--- src/rtl/trade_risk_gate.sv ---
// trade_risk_gate: pre-trade risk gate that owns the upstream cache request port.
// Reads a client's {max, accumulated} word, checks acc+qty <= max, posts the accumulation and returns a decision.
package trade_risk_gate_pkg;

    typedef struct packed {
        logic [31:0] rdindex;
        logic [31:0] data;
        logic        rw;
        logic        valid;
    } cpu_req_type;

    typedef struct packed {
        logic [31:0] data;
        logic        ready;
    } cpu_result_type;

endpackage

module trade_risk_gate
    import trade_risk_gate_pkg::*;
#(
    parameter int unsigned TIMEOUT_CYC = 64,
    parameter int unsigned CLIENT_W    = 10
) (
    input  logic                i_clk,
    input  logic                i_rst,
    input  logic                i_order_valid,
    output logic                o_order_ready,
    input  logic [CLIENT_W-1:0] i_order_client,
    input  logic [15:0]         i_order_qty,
    input  logic                i_order_set_max,
    output logic                o_dec_valid,
    input  logic                i_dec_ready,
    output logic                o_dec_accept,
    output logic [1:0]          o_dec_reason,
    output logic [CLIENT_W-1:0] o_dec_client,
    output cpu_req_type         o_cpu_req,
    input  cpu_result_type      i_cpu_res,
    output logic [15:0]         o_accept_cnt,
    output logic [15:0]         o_reject_cnt
);

    localparam int unsigned TMO_W = $clog2(TIMEOUT_CYC + 1);

    localparam logic [1:0] RSN_OK      = 2'd0;
    localparam logic [1:0] RSN_OVER    = 2'd1;
    localparam logic [1:0] RSN_MAX_BAD = 2'd2;
    localparam logic [1:0] RSN_TIMEOUT = 2'd3;

    typedef enum logic [2:0] {
        S_IDLE,
        S_RD,
        S_CHECK,
        S_WR,
        S_RESP
    } state_t;

    state_t              r_state;
    logic [CLIENT_W-1:0] r_client;
    logic [15:0]         r_qty;
    logic [31:0]         r_word;
    logic [TMO_W-1:0]    r_tmo;
    logic                r_order_ready;
    logic                r_dec_valid;
    logic                r_dec_accept;
    logic [1:0]          r_dec_reason;
    logic [CLIENT_W-1:0] r_dec_client;
    cpu_req_type         r_cpu_req;
    logic [15:0]         r_accept_cnt;
    logic [15:0]         r_reject_cnt;

    logic [31:0]         w_idx_in;
    logic [31:0]         w_idx_reg;
    logic [16:0]         w_sum;
    logic                w_tmo_hit;

    // Client ID lands on the cache index field, one 16-byte line per client.
    assign w_idx_in  = 32'({i_order_client, 4'b0000});
    assign w_idx_reg = 32'({r_client, 4'b0000});

    // 17-bit sum so an accumulation overflowing 16 bits is caught as over-limit.
    assign w_sum     = {1'b0, r_word[15:0]} + {1'b0, r_qty};
    assign w_tmo_hit = (r_tmo == TMO_W'(TIMEOUT_CYC - 1));

    always_ff @(posedge i_clk or posedge i_rst) begin
        if (i_rst) begin
            r_state       <= S_IDLE;
            r_client      <= '0;
            r_qty         <= '0;
            r_word        <= '0;
            r_tmo         <= '0;
            r_order_ready <= 1'b1;
            r_dec_valid   <= 1'b0;
            r_dec_accept  <= 1'b0;
            r_dec_reason  <= RSN_OK;
            r_dec_client  <= '0;
            r_cpu_req     <= '0;
            r_accept_cnt  <= '0;
            r_reject_cnt  <= '0;
        end else begin
            case (r_state)
                S_IDLE: begin
                    if (i_order_valid) begin
                        r_order_ready <= 1'b0;
                        r_client      <= i_order_client;
                        r_qty         <= i_order_qty;
                        r_dec_client  <= i_order_client;
                        r_tmo         <= '0;
                        if (i_order_set_max) begin
                            if (i_order_qty > 16'd1) begin
                                r_cpu_req <= '{rdindex: w_idx_in,
                                               data:    {i_order_qty, 16'h0000},
                                               rw:      1'b1,
                                               valid:   1'b1};
                                r_state   <= S_WR;
                            end else begin
                                // A max of 0 or 1 is never written to the cache.
                                r_dec_valid  <= 1'b1;
                                r_dec_accept <= 1'b0;
                                r_dec_reason <= RSN_MAX_BAD;
                                r_state      <= S_RESP;
                            end
                        end else begin
                            r_cpu_req <= '{rdindex: w_idx_in,
                                           data:    32'h0000_0000,
                                           rw:      1'b0,
                                           valid:   1'b1};
                            r_state   <= S_RD;
                        end
                    end
                end

                S_RD: begin
                    if (i_cpu_res.ready) begin
                        r_word    <= i_cpu_res.data;
                        r_cpu_req <= '0;
                        r_state   <= S_CHECK;
                    end else if (w_tmo_hit) begin
                        r_cpu_req    <= '0;
                        r_dec_valid  <= 1'b1;
                        r_dec_accept <= 1'b0;
                        r_dec_reason <= RSN_TIMEOUT;
                        r_state      <= S_RESP;
                    end else begin
                        r_tmo <= r_tmo + TMO_W'(1);
                    end
                end

                S_CHECK: begin
                    if (r_word[31:16] == 16'h0000) begin
                        r_dec_valid  <= 1'b1;
                        r_dec_accept <= 1'b0;
                        r_dec_reason <= RSN_MAX_BAD;
                        r_state      <= S_RESP;
                    end else if (w_sum > {1'b0, r_word[31:16]}) begin
                        r_dec_valid  <= 1'b1;
                        r_dec_accept <= 1'b0;
                        r_dec_reason <= RSN_OVER;
                        r_state      <= S_RESP;
                    end else begin
                        // Upper half <= 1 tells the cache to add data[15:0] to the accumulator.
                        r_cpu_req <= '{rdindex: w_idx_reg,
                                       data:    {16'h0000, r_qty},
                                       rw:      1'b1,
                                       valid:   1'b1};
                        r_tmo     <= '0;
                        r_state   <= S_WR;
                    end
                end

                S_WR: begin
                    if (i_cpu_res.ready) begin
                        r_cpu_req    <= '0;
                        r_dec_valid  <= 1'b1;
                        r_dec_accept <= 1'b1;
                        r_dec_reason <= RSN_OK;
                        r_state      <= S_RESP;
                    end else if (w_tmo_hit) begin
                        r_cpu_req    <= '0;
                        r_dec_valid  <= 1'b1;
                        r_dec_accept <= 1'b0;
                        r_dec_reason <= RSN_TIMEOUT;
                        r_state      <= S_RESP;
                    end else begin
                        r_tmo <= r_tmo + TMO_W'(1);
                    end
                end

                S_RESP: begin
                    if (i_dec_ready) begin
                        r_dec_valid   <= 1'b0;
                        r_order_ready <= 1'b1;
                        r_state       <= S_IDLE;
                        if (r_dec_accept) begin
                            if (r_accept_cnt != 16'hFFFF) begin
                                r_accept_cnt <= r_accept_cnt + 16'd1;
                            end
                        end else begin
                            if (r_reject_cnt != 16'hFFFF) begin
                                r_reject_cnt <= r_reject_cnt + 16'd1;
                            end
                        end
                    end
                end

                default: begin
                    r_cpu_req     <= '0;
                    r_dec_valid   <= 1'b0;
                    r_order_ready <= 1'b1;
                    r_state       <= S_IDLE;
                end
            endcase
        end
    end

    assign o_order_ready = r_order_ready;
    assign o_dec_valid   = r_dec_valid;
    assign o_dec_accept  = r_dec_accept;
    assign o_dec_reason  = r_dec_reason;
    assign o_dec_client  = r_dec_client;
    assign o_cpu_req     = r_cpu_req;
    assign o_accept_cnt  = r_accept_cnt;
    assign o_reject_cnt  = r_reject_cnt;

endmodule

--- config.mk ---
export PLATFORM = sky130hd
export DESIGN_NAME = trade_risk_gate
export DESIGN_NICKNAME = d
export VERILOG_FILES = /design/src/rtl/trade_risk_gate.sv
export SDC_FILE = /design/constraint.sdc
export NUM_CORES = 1
export LEC_CHECK = 0
export BUFFER_PORTS_ARGS = -buffer_cell sky130_fd_sc_hd__buf_2
export CAP_MARGIN = 15
export CORE_MARGIN = 1
export CORE_UTILIZATION = 54
export CTS_CLUSTER_DIAMETER = 150
export DETAILED_ROUTE_END_ITERATION = 6
export MAX_ROUTING_LAYER = met4
export PLACE_DENSITY = 0.8
export SLEW_MARGIN = 20
export SYNTH_ARGS = -nofsm -noshare
export SYNTH_HDL_FRONTEND = slang
export SYNTH_SLANG_ARGS = --single-unit
--- constraint.sdc ---
create_clock -name i_clk -period 6.2 [get_ports i_clk]
set_input_delay 0 -clock i_clk [delete_from_list [all_inputs] [get_ports i_clk]]
set_output_delay 0 -clock i_clk [all_outputs]
set_load 0.01 [all_outputs]
==> results.ini <==
[clock_network]
numCtsBuffers=17
clkTransAtPathRegs_ps=60
root_buffer=clkbuf_16
clk_path_buf_depth=2
cts.sinks=149
clock_latency_ps=420
postCtsSetupRepairBufs=0
ctsHoldBuffers=64
cts_max_level=4
cts_resized=0
cts_tree=done

[critical_path]
reg2regPathDepth=19
critPathBufInv=1
cp.arrival_ps=5430
cp.required_ps=6550
cp_cell_sequence=ha_1 > a21o_1 > a21oi_1 > nor2b_1 > o41a_1 > a2111o_1 > a31o_2 > a21oi_1 > xnor2_1 > ha_1 > nand4_1 > nor2_1 > nand3_1 > o21ai_0 > o21ai_0 > nor2_4 > o21ai_4 > buf_4 > a22o_1
path_max_fanout=27
cp_num_cells=19
critical-path-max-stage-delay_ps=750
cp_slowest_cell=o21ai_4
cp_top_family=compound AO/OA/AOI/OAI gates
end_kind=flip-flop
critPathKind=reg -> reg
worstSetupStartpointType=flip-flop

[global_route]
grtUsageTotal_pct=27.5
grt_pass1_wl_um=30000
grt_pass1_vias=6002
antenna_found_initial=0
grt_max_degree=98
gr-total-overflow=0

[drt]
drtIter0Drc=369
postRouteAntennaNets=0
wl_um=18500
via_per_inst=5.54
drc=0
drtPass1Iterations=5
vias=6035
wl_per_cell_um=16.9

[power]
vdd.ir_drop.worst_mv=0.495
cellPowerDensity_nw_per_um2=557
cellLeakagePower_nw=4.71

[sta]
finClkSkew_ps=8.43
setup_viol=0
fmax_mhz=197
timing.final.crit_share_pct=81.9
tns_ps=0
worst-slew-pin-transition_ps=916
maxSlewHeadroom_pct=38.7
slew_viol_final=0
final_hold_viol_count=0
fin_crit_ps=5070
rsz0062_at_grt=false

[placement]
gp_congestion=0.876
placed_cells=994
dp_hpwl_um=12500
dpl_cell_area_um2=8440
port_buffers=154

[finish]
final_util_pct=69.9
n_antenna_cell=0
fillers=1001
drive_above_1_share_pct=29.2
area_growth_pct=26.8
final_cell_area_um2=9660
fin_cells=1090
final_nets=997

[yosys]
synth_top_family_by_area=compound AO/OA/AOI/OAI gates
ys_seq_elements=149
syn_area_per_cell_um2=11.2
synthAdderAreaFrac_pct=6.01
synth_cell_types=68
synth.cell_area_um2=7620
synthMuxAreaShare_pct=9.77
yosysWarningCount=0
synthXorXnorAreaFrac_pct=4.83
synth_flop_cell=dfrtp_1
synth_seq_area_share_pct=48.9
synth.top_cell.area_share_pct=48.6
ys_top_cells_by_area=dfrtp_1 (49%), mux2_2 (6.9%), ha_1 (5.7%)
synthCells=682
synth_area_leader_cell=dfrtp_1
synth-compound-area-share_pct=12.9
yosys.area_share.simple_pct=12.2
async_flop_share_pct=100
synth-edff-count=0

[floorplanning]
die_h_um=121
die_area_um2=14600
die_w_um=121
initial_core_util_pct=55.1
core_area_um2=13800
io_pins=177
fp-row-count=43

[hold_path]
hold_class=in -> async

[job]
cap_violations=0

[outcome]
status=finished, final reports clean

-- report_power, final --
group	internal, mW	total, mW	switching, mW
sequential	1.35	1.67	0.319
clock	0.604	1.01	0.407
combinational	1.25	2.71	1.45
total	3.20	5.38	2.18
-- worst paths after layout --
path | start | to | slack, ps
min | i_rst | r_tmo[2] | 300
min in group i_clk | i_cpu_res[21] | r_word[20] | 320
max | r_qty[1] | o_cpu_req[31] | 1130
max reg2reg | r_qty[1] | o_cpu_req[31] | 1130
max in group asynchronous | i_rst | o_dec_client[5] | 4720
min reg2reg | o_accept_cnt[3] | o_accept_cnt[3] | 500
-- sequential cells by signal, indices dropped and copies added, names as in the netlist --
signal,cells
o_accept_cnt,16
o_cpu_req,44
o_dec_accept,1
o_dec_client,10
o_dec_reason,2
o_dec_valid,1
o_order_ready,1
o_reject_cnt,16
r_qty,16
r_state,3
r_tmo,7
r_word,32
-- layout by cell type, fill, tap and decap left out, drive strengths merged, types with 3 or more instances in the layout --
cell type / count
a21o: 5
a21oi: 25
a22o: 37
and2: 4
and3: 9
and4: 7
buf: 159
clkbuf: 21
clkinv: 4
clkinvlp: 4
conb: 22
dfrtp: 148
dlygate4sd3: 64
ha: 35
inv: 30
mux2: 54
mux2i: 11
nand2: 45
nand2b: 4
nand3: 18
nand4: 15
nor2: 40
nor2b: 3
nor3: 10
nor4: 8
o21a: 6
o21ai: 41
or2: 5
xnor2: 37
xor2: 5
-- tightest hold or removal path, stage by stage --
cell,delay [ps]
dlygate4sd3_1,530
buf_2,140
inv_6,560
-- cell type report --
class | instances | area (um2) | area share, %
clock inverter | 11 | 126 | 1.31
inverter | 29 | 114 | 1.18
tap | 180 | 225 | 2.33
multi-input combinational | 477 | 3570 | 36.9
clock buffer | 21 | 450 | 4.66
timing repair buffer | 223 | 1450 | 15.0
sequential | 149 | 3730 | 38.6
-- synthesized netlist by cell type, drive strengths merged (6+ instances only) --
cell type and count:
xnor2 37, nand3 18, nor3 10, o21ai 41, and4 7, dfrtp 148, and3 9, ha 35
nor4 8, nand4 15, buf 34, nor2 40, mux2 54, inv 29, mux2i 11, a22o 37
a21oi 25, clkbuf 14, nand2 45, o21a 6
-- cells by family after synthesis --
kind of cell | after synthesis
DFF | 149
and+or+nand+nor | 176
other | 1
AOI/OAI and AO/OA | 136
buffers and inverters | 77
adders and majority gates | 36
xor gates and xnor gates | 42
muxes | 65
-- metrics by stage --
| step | hold slack [ps] | setup WS, ps | total power [mW] |
|---|---|---|---|
| final | 303 | 1130 | 5.38 |
| after global routing | 329 | 719 | 5.78 |
| after CTS | 305 | 1170 | 5.38 |
| after detailed placement | 211 | 1160 | 4.30 |
| after global placement | 209 | 1230 | 4.22 |
| after floorplan | 117 | 1940 | 3.61 |
-- metal layers --
metal | share of wire (%) | vias to the layer above | GRT usage (%)
met2 | 50 | 250 | 46.0
met3 | 6.4 | 41 | 6.13
met1 | 41 | 2919 | 32.6
met4 | 2.4 | 0 | 10.0
met5 | 0 | - | -
li1 | - | 2825 | -
Power figures use the tool's default switching activity.
